**src/rtl/instr_sequencer_pkg.sv**
```systemverilog
// Shared constants for the node instruction sequencer: op codes (common with the
// per-node decoder) and the default program depth.
package instr_sequencer_pkg;

    localparam int INSTR_MAX_DEPTH = 15;

    localparam logic [3:0] OP_NOP = 4'd0;
    localparam logic [3:0] OP_MOV = 4'd1;
    localparam logic [3:0] OP_SWP = 4'd2;
    localparam logic [3:0] OP_SAV = 4'd3;
    localparam logic [3:0] OP_ADD = 4'd4;
    localparam logic [3:0] OP_SUB = 4'd5;
    localparam logic [3:0] OP_NEG = 4'd6;
    localparam logic [3:0] OP_JMP = 4'd7;
    localparam logic [3:0] OP_JEZ = 4'd8;
    localparam logic [3:0] OP_JNZ = 4'd9;
    localparam logic [3:0] OP_JGZ = 4'd10;
    localparam logic [3:0] OP_JLZ = 4'd11;
    localparam logic [3:0] OP_JRO = 4'd12;

endpackage

```
**src/rtl/instr_sequencer_ram.sv**
```systemverilog
// Simple dual-port instruction RAM: synchronous write on port A, synchronous read on port B.
module instr_ram #(
    parameter int DEPTH  = 15,
    parameter int WIDTH  = 21,
    parameter int ADDR_W = 4
) (
    input  logic              clk,
    input  logic              wr_en,
    input  logic [ADDR_W-1:0] wr_addr,
    input  logic [WIDTH-1:0]  wr_data,
    input  logic [ADDR_W-1:0] rd_addr,
    output logic [WIDTH-1:0]  rd_data
);

    logic [WIDTH-1:0] mem [DEPTH];

    always_ff @(posedge clk) begin
        if (wr_en) begin
            mem[wr_addr] <= wr_data;
        end
    end

    always_ff @(posedge clk) begin
        rd_data <= mem[rd_addr];
    end

endmodule

```
**src/rtl/instr_sequencer.sv**
```systemverilog
// Program counter plus run-time loadable instruction RAM for one TIS-100 execution node.
// Define INSTR_SEQ_BREAKPOINT_EN to add the single-address breakpoint (bp_en/bp_addr/resume/halted).
module instr_sequencer
    import instr_sequencer_pkg::*;
#(
    parameter int DEPTH    = INSTR_MAX_DEPTH,
    parameter int OPCODE_W = 21,
    parameter int ACC_W    = 11,
    parameter int PC_W     = (DEPTH > 1) ? $clog2(DEPTH) : 1
) (
    input  logic                clk,
    input  logic                reset,
    input  logic                run,
    input  logic                stall,
    input  logic                wr_en,
    input  logic [PC_W-1:0]     wr_addr,
    input  logic [OPCODE_W-1:0] wr_data,
    input  logic                clear,
    input  logic [3:0]          op,
    input  logic [ACC_W-1:0]    acc,
    input  logic [ACC_W-1:0]    jmp_off,
`ifdef INSTR_SEQ_BREAKPOINT_EN
    input  logic                bp_en,
    input  logic [PC_W-1:0]     bp_addr,
    input  logic                resume,
    output logic                halted,
`endif
    output logic [OPCODE_W-1:0] opcode,
    output logic                op_valid,
    output logic [PC_W-1:0]     pc,
    output logic [PC_W:0]       prog_len
);

    localparam int            TGT_W   = ACC_W + 1;
    localparam logic [PC_W:0] DEPTH_L = (PC_W + 1)'(DEPTH);

    logic [PC_W-1:0]         pc_q, pc_d;
    logic [PC_W:0]           len_q, len_d;
    logic                    valid_q, valid_d;
    logic [OPCODE_W-1:0]     ram_q;
    logic                    hold;
    logic                    wr_ok;
    logic [PC_W:0]           wr_len;
    logic [PC_W:0]           len_m1;
    logic [PC_W-1:0]         last_pc;
    logic                    acc_zero, acc_neg;
    logic                    jmp_en;
    logic signed [TGT_W-1:0] target, len_s;

    // Reset and clear both suppress the RAM write so a half-finished load cannot land.
    assign wr_ok   = !run && wr_en && reset && !clear && ({1'b0, wr_addr} < DEPTH_L);
    assign wr_len  = {1'b0, wr_addr} + (PC_W + 1)'(1);
    assign len_m1  = len_q - (PC_W + 1)'(1);
    assign last_pc = len_m1[PC_W-1:0];

    assign acc_zero = (acc == '0);
    assign acc_neg  = acc[ACC_W-1];

    always_comb begin
        case (op)
            OP_JMP, OP_JRO: jmp_en = 1'b1;
            OP_JEZ:         jmp_en = acc_zero;
            OP_JNZ:         jmp_en = !acc_zero;
            OP_JGZ:         jmp_en = !acc_zero && !acc_neg;
            OP_JLZ:         jmp_en = acc_neg;
            default:        jmp_en = 1'b0;
        endcase
    end

    assign target = $signed({{(TGT_W - PC_W){1'b0}}, pc_q}) + $signed({jmp_off[ACC_W-1], jmp_off});
    assign len_s  = $signed({{(TGT_W - PC_W - 1){1'b0}}, len_q});

`ifdef INSTR_SEQ_BREAKPOINT_EN
    logic halted_q, halted_d;
    logic advance;
    logic bp_skip;

    assign hold    = stall || (halted_q && !resume);
    assign advance = run && (len_q != '0) && !hold;
    // The advance that leaves a breakpoint must not re-arm on the same address.
    assign bp_skip = halted_q && resume;

    always_comb begin
        halted_d = halted_q;
        if (!run) begin
            halted_d = 1'b0;
        end else begin
            if (bp_skip) begin
                halted_d = 1'b0;
            end
            if (advance && bp_en && !bp_skip && (pc_d == bp_addr)) begin
                halted_d = 1'b1;
            end
        end
    end

    assign halted = halted_q;
`else
    assign hold = stall;
`endif

    always_comb begin
        pc_d    = pc_q;
        valid_d = valid_q;
        len_d   = len_q;
        if (!run) begin
            pc_d    = '0;
            valid_d = 1'b0;
            if (clear) begin
                len_d = '0;
            end else if (wr_ok && (wr_len > len_q)) begin
                len_d = wr_len;
            end
        end else if (len_q == '0) begin
            pc_d    = '0;
            valid_d = 1'b0;
        end else if (!hold) begin
            valid_d = 1'b1;
            // First fetch after run rises presents word 0 before any sequencing.
            if (!valid_q) begin
                pc_d = '0;
            end else if (jmp_en) begin
                if (target[TGT_W-1]) begin
                    pc_d = '0;
                end else if (target >= len_s) begin
                    pc_d = last_pc;
                end else begin
                    pc_d = target[PC_W-1:0];
                end
            end else if (pc_q == last_pc) begin
                pc_d = '0;
            end else begin
                pc_d = pc_q + PC_W'(1);
            end
        end
    end

    always_ff @(posedge clk) begin
        if (!reset) begin
            pc_q     <= '0;
            len_q    <= '0;
            valid_q  <= 1'b0;
`ifdef INSTR_SEQ_BREAKPOINT_EN
            halted_q <= 1'b0;
`endif
        end else begin
            pc_q     <= pc_d;
            len_q    <= len_d;
            valid_q  <= valid_d;
`ifdef INSTR_SEQ_BREAKPOINT_EN
            halted_q <= halted_d;
`endif
        end
    end

    // Read address follows pc_d so the RAM output register tracks mem[pc].
    instr_ram #(
        .DEPTH  (DEPTH),
        .WIDTH  (OPCODE_W),
        .ADDR_W (PC_W)
    ) u_ram (
        .clk     (clk),
        .wr_en   (wr_ok),
        .wr_addr (wr_addr),
        .wr_data (wr_data),
        .rd_addr (pc_d),
        .rd_data (ram_q)
    );

    assign opcode   = valid_q ? ram_q : '0;
    assign op_valid = valid_q;
    assign pc       = pc_q;
    assign prog_len = len_q;

endmodule

```
**config.mk**
```make
export PLATFORM = sky130hd
export DESIGN_NAME = instr_sequencer
export DESIGN_NICKNAME = d
export VERILOG_FILES = /design/src/rtl/instr_sequencer_pkg.sv /design/src/rtl/instr_sequencer_ram.sv /design/src/rtl/instr_sequencer.sv
export SDC_FILE = /design/constraint.sdc
export NUM_CORES = 1
export LEC_CHECK = 0
export BUFFER_PORTS_ARGS = -buffer_cell sky130_fd_sc_hd__buf_2
export CORE_UTILIZATION = 55
export DETAILED_ROUTE_END_ITERATION = 12
export PLACE_DENSITY = 0.74
export SLEW_MARGIN = 10
export SYNTH_ARGS = -nofsm -noshare
export SYNTH_HDL_FRONTEND = slang
export SYNTH_HIERARCHICAL = 1
export SYNTH_SLANG_ARGS = --single-unit
```
**constraint.sdc**
```tcl
create_clock -name clk -period 4.75 [get_ports clk]
set_input_delay 0.475 -clock clk [delete_from_list [all_inputs] [get_ports clk]]
set_output_delay 0.475 -clock clk [all_outputs]
set_load 0.005 [all_outputs]
```
==> flow_summary_export.csv <==
group,metric,value,unit
die,ioPinCount,88,
grt,antenna_found_initial,2,
die,die_h,162,um
logic_synthesis,syn_area,0.0141,mm2
pwr,switching_share,19.5,%
sta,fin_ws,0.319,ns
logic_synthesis,synth-seq-area-share,71.6,%
grt,grt_max_degree,42,
flow_run,maxCapViolCount,0,
logic_synthesis,syn-instance-count,796,
sta,min_period,4.43,ns
worst_setup_path,cp_max_fo,26,
sta,final.setup.tns,0,ns
sta,setup_viol,0,
clock_tree,cts_sinks,346,
logic_synthesis,yosys_warnings,6,
logic_synthesis,syn-num-nets,872,
sta,hold_viol,0,
grt,grt_pass1_wl,43600,um
die,coreArea,0.0252,mm2
pwr,p_total,6.26,mW
status,status,"finished, final reports clean",
routing,viasPerCell,5.93,
layout,area_delta_synth_final,16.0,%
clock_tree,clockBufferDepth,3,
clock_tree,cts_tree,"yes",
logic_synthesis,synth_cell_type_count,62,
logic_synthesis,yosys.area.top_type_share,67.2,%
place,place.gp.congestion,0.855,
routing,dr.pass1.iters,5,
grt,grt-ovfl-total,0,
logic_synthesis,synth_top_area_cell,"edfxtp_1",
layout,layout-drive-gt1-share,28.0,%
routing,drcViolationCount,0,
worst_setup_path,cpPeakStageDelay,0.53,ns
logic_synthesis,synth-main-ff-cell,"edfxtp_1",
sta,drv_slew,0,
clock_tree,h-tree-depth,2,
worst_setup_path,path_cells,"ha_1 -> inv_1 -> fa_1 -> nand2b_1 -> a21oi_4 -> xor2_1 -> ha_1 -> o21bai_1 -> a311oi_1 -> nor4b_4 -> nand3_2 -> mux2i_1 -> o22ai_4 -> buf_12 -> buf_12 -> mux4_2 -> a22oi_1 -> o211ai_1",
sta,finalCritPeriodShare,93.3,%
routing,vias,7598,
die,die_w,162,um
worst_setup_path,cp-end-kind,"flop",
grt,grt.total_usage,22.5,%
routing,drt-wirelength-per-cell,22.2,um
pwr,switchingPower,1.22,mW
pwr,pwr_density_cell,383,mW/mm2
place,io_buffers,87,
worst_hold_path,hp-class,"primary input to flop",
routing,wl,28500,um
pwr,power_frac_clock,43.6,%
sta,skew,0.0178,ns
sta,worstMarginPinSlew,0.818,ns
die,row_count,58,
logic_synthesis,synth_area_leaders,"edfxtp_1, mux4_2, dfxtp_1",
logic_synthesis,postSynth.asyncResetShare,0,%
sta,slew_headroom,45.1,%
worst_setup_path,required,5.13,ns
worst_setup_path,start_kind,"flop",
place,place_ws,0.212,ns
worst_setup_path,critPathKind,"flop to flop",
pwr,vdd_ir_drop_max,227,uV
routing,final_antenna_net_count,0,
clock_tree,worstSkewPairLatency,0.52,ns
pwr,combPwrFrac,3.1,%
die,initial_core_util,55.9,%
worst_setup_path,cp.arrival,4.81,ns
layout,final_net_count,998,
logic_synthesis,ys_seq_elements,346,
die,die-area,0.0263,mm2
pwr,power_frac_seq,53.4,%
clock_tree,root_buffer,"clkbuf_16",
clock_tree,numCtsBuffers,35,
routing,drt_iter0_markers,589,
sta,rsz0062_at_grt,"false",
grt,grt_pass1_vias,7521,
pwr,p_int,5.04,mW
worst_setup_path,slowest_stage,"mux4_2",
layout,utilization,64.9,%
place,dp_hpwl,16900,um
clock_tree,holdBufCountCts,0,
sta,fmax,0.226,GHz
clock_tree,path_clk_slew,0.06,ns
logic_synthesis,syn_avg_cell_area,17.7,um2
logic_synthesis,synth_edf_count,315,
pwr,p_leak,5.50,nW
-- synth_stat cells, types with 4 or more instances --
library cell,number
nor2_1,38
nor3_1,10
nand2_1,33
clkbuf_1,9
ha_1,18
a21oi_1,22
o21ai_1,4
o22ai_1,6
and2_1,22
nand2b_1,12
mux4_2,59
a31oi_1,8
o211ai_1,16
buf_2,13
a22oi_1,19
dfxtp_1,31
mux2i_1,36
nor2b_1,7
buf_6,6
edfxtp_1,315
buf_4,4
inv_1,19
xor2_1,5
nand3_1,7
a211o_1,5
and3_1,5
xnor2_1,8
o21ai_0,9
-- cell type report --
| type | instances | area [um2] |
|---|---|---|
| Antenna cell | 2 | 5.00 |
| Fill cell | 1660 | 8850 |
| Clock buffer | 49 | 948 |
| Clock inverter | 15 | 213 |
| Sequential cell | 346 | 10100 |
| Inverter | 19 | 71.3 |
| Multi-Input combinational cell | 397 | 3790 |
| Tap cell | 330 | 413 |
| Timing Repair Buffer | 123 | 818 |
-- per-layer routing --
metal / vias to the layer above / part of all wire, % / GRT usage [%]
met1: 3816 / 41 / 30.8
met4: 0 / 1.8 / 6.48
met5: - / 0 / 0
met2: 306 / 51 / 37.8
met3: 45 / 7.0 / 3.17
li1: 3431 / - / -
-- power groups by stage --
| stage | Sequential, mW | Combinational, mW | Clock [mW] |
|---|---|---|---|
| 2_1_floorplan | 3.40 | 0.0968 | 0 |
| 3_3_place_gp | 3.40 | 0.189 | 0 |
| 3_5_place_dp | 3.40 | 0.193 | 0 |
| 4_1_cts | 3.34 | 0.195 | 2.78 |
| 5_1_grt | 3.34 | 0.216 | 2.89 |
| 6_report | 3.34 | 0.193 | 2.73 |
-- cell usage in the layout (no fill, tap or decap), types with 3 or more instances in the layout --
| cell type | n |
|---|---|
| o211ai_1 | 16 |
| a31oi_1 | 8 |
| ha_1 | 18 |
| nand3_1 | 7 |
| buf_2 | 87 |
| nor3b_1 | 3 |
| nor3_1 | 6 |
| mux2i_1 | 36 |
| xnor2_1 | 8 |
| nor2b_1 | 7 |
| nor2_2 | 11 |
| o22ai_1 | 5 |
| mux4_2 | 59 |
| clkinv_2 | 6 |
| a21oi_1 | 22 |
| or3_1 | 3 |
| clkbuf_1 | 12 |
| edfxtp_1 | 315 |
| xor2_1 | 5 |
| buf_12 | 9 |
| nand2b_1 | 12 |
| buf_4 | 27 |
| o21ai_0 | 9 |
| o21ai_1 | 4 |
| dfxtp_1 | 30 |
| nor2_1 | 27 |
| bufinv_16 | 4 |
| clkbuf_16 | 35 |
| a22oi_1 | 19 |
| nor4_1 | 3 |
| and2_1 | 22 |
| a21o_1 | 3 |
| nand2_1 | 33 |
| nor3_2 | 5 |
| and3_1 | 5 |
| inv_1 | 19 |
| a211o_1 | 5 |
-- state kept, by name (all words and copies together), names as in the netlist --
signal / count
op_valid: 1
pc: 4
prog_len: 5
u_ram/mem: 315
u_ram/rd_data: 21
-- final timing paths --
kind / to / cells after the start / slack [ns] / from
worst max-delay path: u_ram/rd_data[10] / 18 / 0.32 / pc[0]
worst min-delay path: op_valid / 2 / 0.27 / stall
worst max register to register: u_ram/rd_data[10] / 18 / 0.32 / pc[0]
worst min register to register: prog_len[4] / 1 / 0.50 / prog_len[4]
-- cells by family (layout without fill, tap and decap cells) --
logic type               count (synthesis)  count (layout)  synth area share (%)
flip-flops                             346             346                  71.6
AND/OR/NAND/NOR                        155             155                  5.79
AO/OA/AOI/OAI                          115             115                  5.98
multiplexers                            95              95                  12.0
buffers and inverters                   53             206                  2.11
adder cells (fa/ha/maj)                 19              19                  1.74
XOR/XNOR                                13              13                 0.808
other                                    0               2                     0
-- timing repair --
item                       CTS  global route
gates resized for setup      0             1
setup endpoints to repair    0            15
setup buffers                0             0
hold endpoints to repair     0             0
-- critical path, delay by kind of cell, from the launching register on --
| family | cells | cell delay, ns |
|---|---|---|
| AOI/OAI and AO/OA | 6 | 1.07 |
| xor gates and xnor gates | 1 | 0.08 |
| adders and majority gates | 3 | 0.79 |
| buffers and inverters | 3 | 0.50 |
| DFF | 1 | 0.40 |
| muxes | 2 | 0.73 |
| and+or+nand+nor | 3 | 0.70 |
-- stage by stage --
| stage | std cells | cell area, um2 | hold slack [ns] |
|---|---|---|---|
| floorplan | 796 | 14100 | 0.480 |
| global placement | 1215 | 15200 | 0.485 |
| detailed placement | 1215 | 15200 | 0.492 |
| CTS | 1279 | 16300 | 0.260 |
| global route | 1280 | 16300 | 0.281 |
| finish | 1281 | 16300 | 0.271 |
(Power assumes the default switching activity.)
